--- config.mk ---
export PLATFORM = sky130hd
export DESIGN_NAME = simt_scheduler
export DESIGN_NICKNAME = d
export VERILOG_FILES = /design/src/rtl/simt_scheduler.sv
export SDC_FILE = /design/constraint.sdc
export NUM_CORES = 1
export LEC_CHECK = 0
export ABC_CLOCK_PERIOD_IN_PS = 8150
export BUFFER_PORTS_ARGS = -buffer_cell sky130_fd_sc_hd__buf_2
export CAP_MARGIN = 20
export CELL_PAD_IN_SITES_DETAIL_PLACEMENT = 0
export CELL_PAD_IN_SITES_GLOBAL_PLACEMENT = 2
export CORE_UTILIZATION = 31
export CTS_CLUSTER_SIZE = 24
export DETAILED_ROUTE_END_ITERATION = 7
export PLACE_DENSITY = 0.88
export SKIP_CTS_REPAIR_TIMING = 1
export SLEW_MARGIN = 20
export SYNTH_ARGS = -nofsm -noshare
export SYNTH_HDL_FRONTEND = slang
export SYNTH_SLANG_ARGS = --single-unit
export TNS_END_PERCENT = 5
--- constraint.sdc ---
create_clock -name clk -period 8.15 [get_ports clk]
set_input_delay 1.63 -clock clk [delete_from_list [all_inputs] [get_ports clk]]
set_output_delay 1.63 -clock clk [all_outputs]
set_load 0.05 [all_outputs]
--- src/rtl/simt_scheduler.sv ---
// Per-core SIMT control FSM: per-thread PC/done tracking with min-PC group issue and reconvergence.
// Optional perf counters (cyc_cnt, issue_cnt, div_cnt) are compiled in when SIMT_SCHED_PERF_EN is defined.
module simt_scheduler #(
    parameter int THREADS_PER_BLOCK = 4,
    parameter int PC_WIDTH          = 8,
    parameter int CNT_WIDTH         = 32
) (
    input  logic                                         clk,
    input  logic                                         reset,
    input  logic                                         start,
    input  logic [$clog2(THREADS_PER_BLOCK):0]           thread_count,
    output logic                                         fetch_req,
    input  logic                                         fetch_done,
    input  logic                                         decoded_ret,
    input  logic [THREADS_PER_BLOCK-1:0]                 lsu_busy,
    input  logic [THREADS_PER_BLOCK-1:0][PC_WIDTH-1:0]   next_pc,
    output logic [PC_WIDTH-1:0]                          current_pc,
    output logic [THREADS_PER_BLOCK-1:0]                 active_mask,
    output logic [2:0]                                   core_state,
    output logic                                         done
`ifdef SIMT_SCHED_PERF_EN
    ,
    output logic [CNT_WIDTH-1:0]                         cyc_cnt,
    output logic [CNT_WIDTH-1:0]                         issue_cnt,
    output logic [CNT_WIDTH-1:0]                         div_cnt
`endif
);

    localparam int T    = THREADS_PER_BLOCK;
    localparam int TCNT = $clog2(THREADS_PER_BLOCK) + 1;

    typedef enum logic [2:0] {
        S_IDLE    = 3'd0,
        S_FETCH   = 3'd1,
        S_DECODE  = 3'd2,
        S_REQUEST = 3'd3,
        S_WAIT    = 3'd4,
        S_EXEC    = 3'd5,
        S_UPDATE  = 3'd6,
        S_DONE    = 3'd7
    } state_t;

    state_t                     state;
    logic [T-1:0][PC_WIDTH-1:0] thread_pc;
    logic [T-1:0]               thread_done;
    logic [T-1:0]               done_init;
    logic [T-1:0]               done_after;
    logic [PC_WIDTH-1:0]        min_pc;
    logic [T-1:0]               group_mask;
    logic                       found;

    // Issuing group: unfinished threads sitting at the lowest PC.
    always_comb begin
        found  = 1'b0;
        min_pc = '0;
        for (int i = 0; i < T; i++) begin
            if (!thread_done[i] && (!found || thread_pc[i] < min_pc)) begin
                min_pc = thread_pc[i];
                found  = 1'b1;
            end
        end
        group_mask = '0;
        for (int i = 0; i < T; i++) begin
            if (!thread_done[i] && thread_pc[i] == min_pc)
                group_mask[i] = 1'b1;
        end
    end

    always_comb begin
        done_init = '0;
        for (int i = 0; i < T; i++)
            done_init[i] = (TCNT'(i) >= thread_count);
        done_after = thread_done | (decoded_ret ? group_mask : '0);
    end

    assign current_pc  = min_pc;
    assign active_mask = group_mask;
    assign core_state  = state;

    always_ff @(posedge clk or negedge reset) begin
        if (!reset) begin
            state       <= S_IDLE;
            thread_pc   <= '0;
            thread_done <= '1;
            done        <= 1'b0;
            fetch_req   <= 1'b0;
        end else begin
            case (state)
                S_IDLE: begin
                    if (start) begin
                        thread_pc   <= '0;
                        thread_done <= done_init;
                        if (thread_count == '0) begin
                            state <= S_DONE;
                        end else begin
                            state     <= S_FETCH;
                            fetch_req <= 1'b1;
                        end
                    end
                end
                S_FETCH: begin
                    if (fetch_done) begin
                        state     <= S_DECODE;
                        fetch_req <= 1'b0;
                    end
                end
                S_DECODE:  state <= S_REQUEST;
                S_REQUEST: state <= S_WAIT;
                S_WAIT: begin
                    if (!(|(lsu_busy & group_mask)))
                        state <= S_EXEC;
                end
                S_EXEC:    state <= S_UPDATE;
                S_UPDATE: begin
                    for (int i = 0; i < T; i++) begin
                        if (group_mask[i] && !decoded_ret)
                            thread_pc[i] <= next_pc[i];
                    end
                    thread_done <= done_after;
                    if (&done_after) begin
                        state <= S_DONE;
                    end else begin
                        state     <= S_FETCH;
                        fetch_req <= 1'b1;
                    end
                end
                S_DONE:    done <= 1'b1;
                default:   state <= S_IDLE;
            endcase
        end
    end

`ifdef SIMT_SCHED_PERF_EN
    function automatic logic [CNT_WIDTH-1:0] sat_inc(input logic [CNT_WIDTH-1:0] v);
        return (&v) ? v : v + CNT_WIDTH'(1);
    endfunction

    logic multi_pc;

    always_comb begin
        multi_pc = 1'b0;
        for (int i = 0; i < T; i++) begin
            for (int j = 0; j < T; j++) begin
                if (group_mask[i] && group_mask[j] && next_pc[i] != next_pc[j])
                    multi_pc = 1'b1;
            end
        end
    end

    always_ff @(posedge clk or negedge reset) begin
        if (!reset) begin
            cyc_cnt   <= '0;
            issue_cnt <= '0;
            div_cnt   <= '0;
        end else if (state == S_IDLE && start) begin
            cyc_cnt   <= '0;
            issue_cnt <= '0;
            div_cnt   <= '0;
        end else begin
            if (state != S_IDLE && state != S_DONE)
                cyc_cnt <= sat_inc(cyc_cnt);
            if (state == S_UPDATE) begin
                issue_cnt <= sat_inc(issue_cnt);
                if (!decoded_ret && multi_pc)
                    div_cnt <= sat_inc(div_cnt);
            end
        end
    end
`else
    logic [CNT_WIDTH-1:0] unused_cnt_w;
    assign unused_cnt_w = '0;
`endif

endmodule
; ---- Word-level counts from Yosys, hierarchy flattened
; Cells that the tools add are included.
[word_totals]
in_bits = 44
ff_bits = 41
word_cells = 103
[classes]
bitwise = 2
order_cmp = 7
n_reduce_logical = 35
muxes = 31
n_eq_ne = 20
[ops]
columns = operator, n
row1 = 8-bit 2-to-1 mux, 8
row2 = 32-bit one-hot mux with 2 select lines, 1
row3 = 8-bit equality test, 4
row4 = 32-bit 2-to-1 mux, 1
row5 = 8-bit < comparator, 3
row6 = 3-bit one-hot mux with 7 select lines, 1
row7 = 2-bit inequality test (second input constant), 9
row8 = 3-bit 2-to-1 mux, 5
row9 = 3-bit equality test (second input constant), 4
row10 = 3-bit AND reduction, 4
row11 = 1-bit logical AND, 11
row12 = 1-bit 2-to-1 mux, 11
row13 = 4-bit 2-to-1 mux, 2
row14 = 4-bit one-hot mux with 2 select lines, 1
row15 = 4-bit AND reduction, 2
row16 = 1-bit logical NOT, 7
row17 = 7-bit nonzero test, 1
row18 = 3-bit by 2-bit equality test with 1-bit output (second input constant), 2
row19 = 1-bit by 3-bit >= comparator with 1-bit output (first input constant), 2
row20 = 2-bit by 3-bit >= comparator with 1-bit output (first input constant), 2
row21 = 3-bit logical NOT, 2
row22 = 5-bit AND reduction, 1
row23 = 4-bit AND, 1
row24 = 4-bit bitwise OR, 1
row25 = 7 further kinds, 9

; ---- Depth between registers and ports, before layout
[logic_depth]
depth_word = 21
ltp_mapped = 33
mapped_depth_nobuf = 30

; ---- Worst setup path after synthesis
; Ideal clock, no wire load.
[synth_path]
kind = register to output
startpoint = register thread_done[0]
endpoint = output port active_mask[2]
path_slack_ns = -0.607
arrival_ns = 7.127
stages_incl_launch_ff = 28
path_cell_list = dfstp_2 buf_2 inv_1 nand2_1 ha_1 and4_1 or2b_1 o221a_4 buf_6 a22oi_1 ha_1 a21oi_1 o21ai_0 nor4_1 a31o_2 nor2_4 buf_4 mux2_2 ha_1 a21oi_1 o21ai_0 o21a_1 nor2_1 a21oi_4 buf_2 mux2i_1 xnor2_1 o2111a_1
[synth_between]
elab_chain_len = 16
[synth_rtl]
columns = element, line
row1 = "start, declared", 45  ; logic [T-1:0] thread_done;
row2 = "start signal, assigned", 92  ; thread_done <= done_init;
row3 = "start signal, assigned", 119  ; thread_done <= done_after;
row4 = 8-bit 2-to-1 mux, 57  ; if (!thread_done[i] && (!found || thread_pc[i] < min_pc)) begin
row5 = 8-bit < comparator, 57
row6 = 1-bit logical OR, 57
row7 = 1-bit logical AND, 57
row8 = 8-bit 2-to-1 mux or 1-bit 2-to-1 mux (tied branches), 57
row9 = 8-bit < comparator or 1-bit logical NOT (tied branches), 57
row10 = 1-bit logical OR, 57
row11 = 1-bit logical AND, 57
row12 = 8-bit 2-to-1 mux or 1-bit 2-to-1 mux (tied branches), 57
row13 = 8-bit < comparator or 1-bit logical NOT (tied branches), 57
row14 = 1-bit logical OR, 57
row15 = 1-bit logical AND, 57
row16 = 8-bit 2-to-1 mux (*), 57
row17 = net current_pc[3], 17  ; output logic [PC_WIDTH-1:0] current_pc,
row18 = 8-bit equality test (*), 64  ; if (!thread_done[i] && thread_pc[i] == min_pc)
row19 = 1-bit logical AND (*), 64
row20 = 1-bit 2-to-1 mux (*), 64
row21 = "end, declared", 18  ; output logic [THREADS_PER_BLOCK-1:0] active_mask,
; Mark *: on every way through the listed nets, which the timed path passes. The rest lies on a longest branch.

; ---- Final worst setup path
[layout_path]
startpoint = register thread_done[0]
endpoint = output port active_mask[0]
[layout_between]
elab_chain_len = 16
[layout_rtl]
columns = element, line
row1 = 8-bit 2-to-1 mux, 57
row2 = 8-bit < comparator, 57
row3 = 1-bit logical OR, 57
row4 = 1-bit logical AND, 57
row5 = 8-bit 2-to-1 mux or 1-bit 2-to-1 mux (tied branches), 57
row6 = 8-bit < comparator or 1-bit logical NOT (tied branches), 57
row7 = 1-bit logical OR, 57
row8 = 1-bit logical AND, 57
row9 = 8-bit 2-to-1 mux or 1-bit 2-to-1 mux (tied branches), 57
row10 = 8-bit < comparator or 1-bit logical NOT (tied branches), 57
row11 = 1-bit logical OR, 57
row12 = 1-bit logical AND, 57
row13 = 8-bit 2-to-1 mux, 57
row14 = 8-bit equality test, 64
row15 = 1-bit logical AND (*), 64
row16 = 1-bit 2-to-1 mux (*), 64
; Every way passes the cells marked *; elsewhere a longest branch is shown, timed or not.

==> reports/metrics.cfg <==
[setup_path]
ff2ff_path_depth = 28
critPathBufInv = 3
slowest_stage = dfstp_2
cp_data_arrival_time_ns = 6.43
critical_path_required_ns = 6.52
endpoint_kind = output pin
cp.depth = 25
cp_top_family = compound AO/OA/AOI/OAI gates
max_stage_delay_ns = 0.56
cp-start-kind = flip-flop
worst-setup-path-type = flip-flop to output pin
cp_max_fo = 7

[detailed_routing]
drtIter0Drc = 395
antenna_left = 0
drc_errors = 1
drt-wirelength-per-cell_um = 20.19
drtPass1Iterations = 7
finalWirelength_mm = 14.01
vias = 4036
vias_per_cell = 5.816

[timing]
max-slew-margin-rel_pct = 54.74
final-max-slew-violation-count = 0
tightest_slew_ns = 0.6790
min_period_ns = 8.058
fin_skew_ns = 0.004485
max_freq_mhz = 124.1
setup_viol = 0
hold_viol = 0
period_share_pct = 98.87

[finish]
final_cells = 694
finalNetCount = 615
area_growth_pct = 34.79
drive_above_1_share_pct = 39.02
fillers = 1168
num_antenna_cells = 0

[synth]
synth_most_common_cell = nand2_1
ys_seq_area_share_pct = 27.33
synth-edff-count = 0
yosysWarnings = 0
async_flop_share_pct = 100.0
synth_cell_types = 79
syn_inst = 446
synth_commonest_cells = nand2_1 (65), dfrtp_1 (37), inv_1 (34)
syn_area_per_cell_um2 = 8.458
synthFlopType = dfrtp_1
ys_ff_latch = 41
mappedNetlistArea_um2 = 3772
synth_top_area_cell = dfrtp_1
syn-num-nets = 511
synthTopCellsByArea = dfrtp_1 (25%), ha_1 (7.0%), nand2_1 (6.5%)
synth_top_area_share_pct = 24.54

[status]
status = finished with violations
violations = design-rule violations

[clock_tree]
clock_latency_ns = 0.29
clkTransAtPathRegs_ns = 0.06
clkSinkCount = 41
cts_tree = yes
clockBufferDepth = 2
cts_made_buffers = 5
cts-root-buf = clkbuf_16
htree_num_levels = 2

[global_route]
grt_overflow = 0
grt_pass1_vias = 3869
grt_first_pass_wirelength_mm = 21.27
antenna_found_initial = 0
grt_max_degree = 42
grt_use_total_pct = 21.71

[floorplanning]
die_x_um = 112.3
die_h_um = 112.3
core_area_um2 = 11610
start_util_pct = 32.48
rows = 39
io_pins = 61
die_area_um2 = 12610

[placement]
routabilityCongestion = 0.9327
placed_cells = 661
port_buffers = 60
hpwl_mm = 10.42

[run]
drv_cap = 0

[min_path]
hold_depth = 1
min_path_type = flip-flop to flip-flop

routing by layer:
| layer | GRT usage (%) | wire, um | vias to the layer above |
|---|---|---|---|
| li1 | - | - | 1869 |
| met1 | 28.25 | 5930 | 1936 |
| met2 | 36.44 | 6708 | 190 |
| met3 | 2.700 | 871 | 41 |
| met4 | 8.978 | 500 | 0 |
| met5 | 0 | 0 | - |
cells by family after synthesis:
kind of cell | after synthesis | synth area share, %
AND/OR/NAND/NOR | 137 | 18.11
adder cells (fa/ha/maj) | 21 | 6.965
AO/OA/AOI/OAI | 156 | 31.44
buffers and inverters | 53 | 6.202
multiplexers | 24 | 6.700
flip-flops | 41 | 27.33
XOR/XNOR | 14 | 3.250
state kept, by name, summed over array words and instances, names as in the netlist:
name / count
thread_pc: 32
thread_done: 4
fetch_req: 1
done: 1
core_state: 3
through the flow:
stage | util, % | hold WS, ns | instance area (um^2) | setup slack, ns | TNS (ns)
floorplan | - | 0.4921 | 3805 | -0.1088 | -0.1325
global route | 43.78 | 0.5085 | 5085 | -0.1162 | -0.3090
finish | 43.78 | 0.4735 | 5085 | 0.09206 | 0
CTS | 39.45 | 0.4810 | 4582 | -0.3816 | -1.082
global placement | 37.93 | 0.4497 | 4405 | -0.03051 | -0.03051
detailed placement | 37.93 | 0.4548 | 4405 | -0.04113 | -0.06054
layout make-up:
cell class | instances | area (um^2) | area share [%]
timing repair buffer | 113 | 716.9 | 14.10
inverter | 36 | 138.9 | 2.731
multi-input combinational | 353 | 2843 | 55.91
tap | 143 | 178.9 | 3.519
clock inverter | 2 | 37.54 | 0.7382
clock buffer | 6 | 138.9 | 2.731
sequential | 41 | 1031 | 20.28
final timing paths:
check                                                 from                    endpoint  slack, ns
worst max register to register  thread_done[0]$_DFFE_PN1P_   thread_pc[16]$_DFFE_PN0P_       1.36
worst min-delay path                      done$_DFFE_PN0N_            done$_DFFE_PN0N_       0.47
worst min register to register            done$_DFFE_PN0N_            done$_DFFE_PN0N_       0.47
max in group asynchronous                            reset  thread_done[0]$_DFFE_PN1P_       6.43
min in group asynchronous                            reset   core_state[0]$_DFFE_PN0P_       1.33
worst max-delay path            thread_done[0]$_DFFE_PN1P_              active_mask[0]       0.09
placed cells by master (no fill, tap or decap), drive strengths merged, types with 11 or more instances in the layout:
cell / count
a21oi: 22
buf: 112
dfrtp: 37
ha: 21
inv: 35
mux2i: 14
nand2: 68
nor2: 23
o21ai: 37
o22ai: 11
xnor2: 12
worst register-to-register path: cells and delay by family (launching register included):
kind	cells	cell delay, ns
compound gates	11	2.75
simple gates	7	1.09
buf+inv	4	0.67
fa+ha+maj	3	0.88
flops	1	0.56
xor+xnor	1	0.09
mux	2	0.59
Power is left out: the tool's default activity adds up to more than one toggle a clock period on the data nets, which glitch-free logic cannot reach.
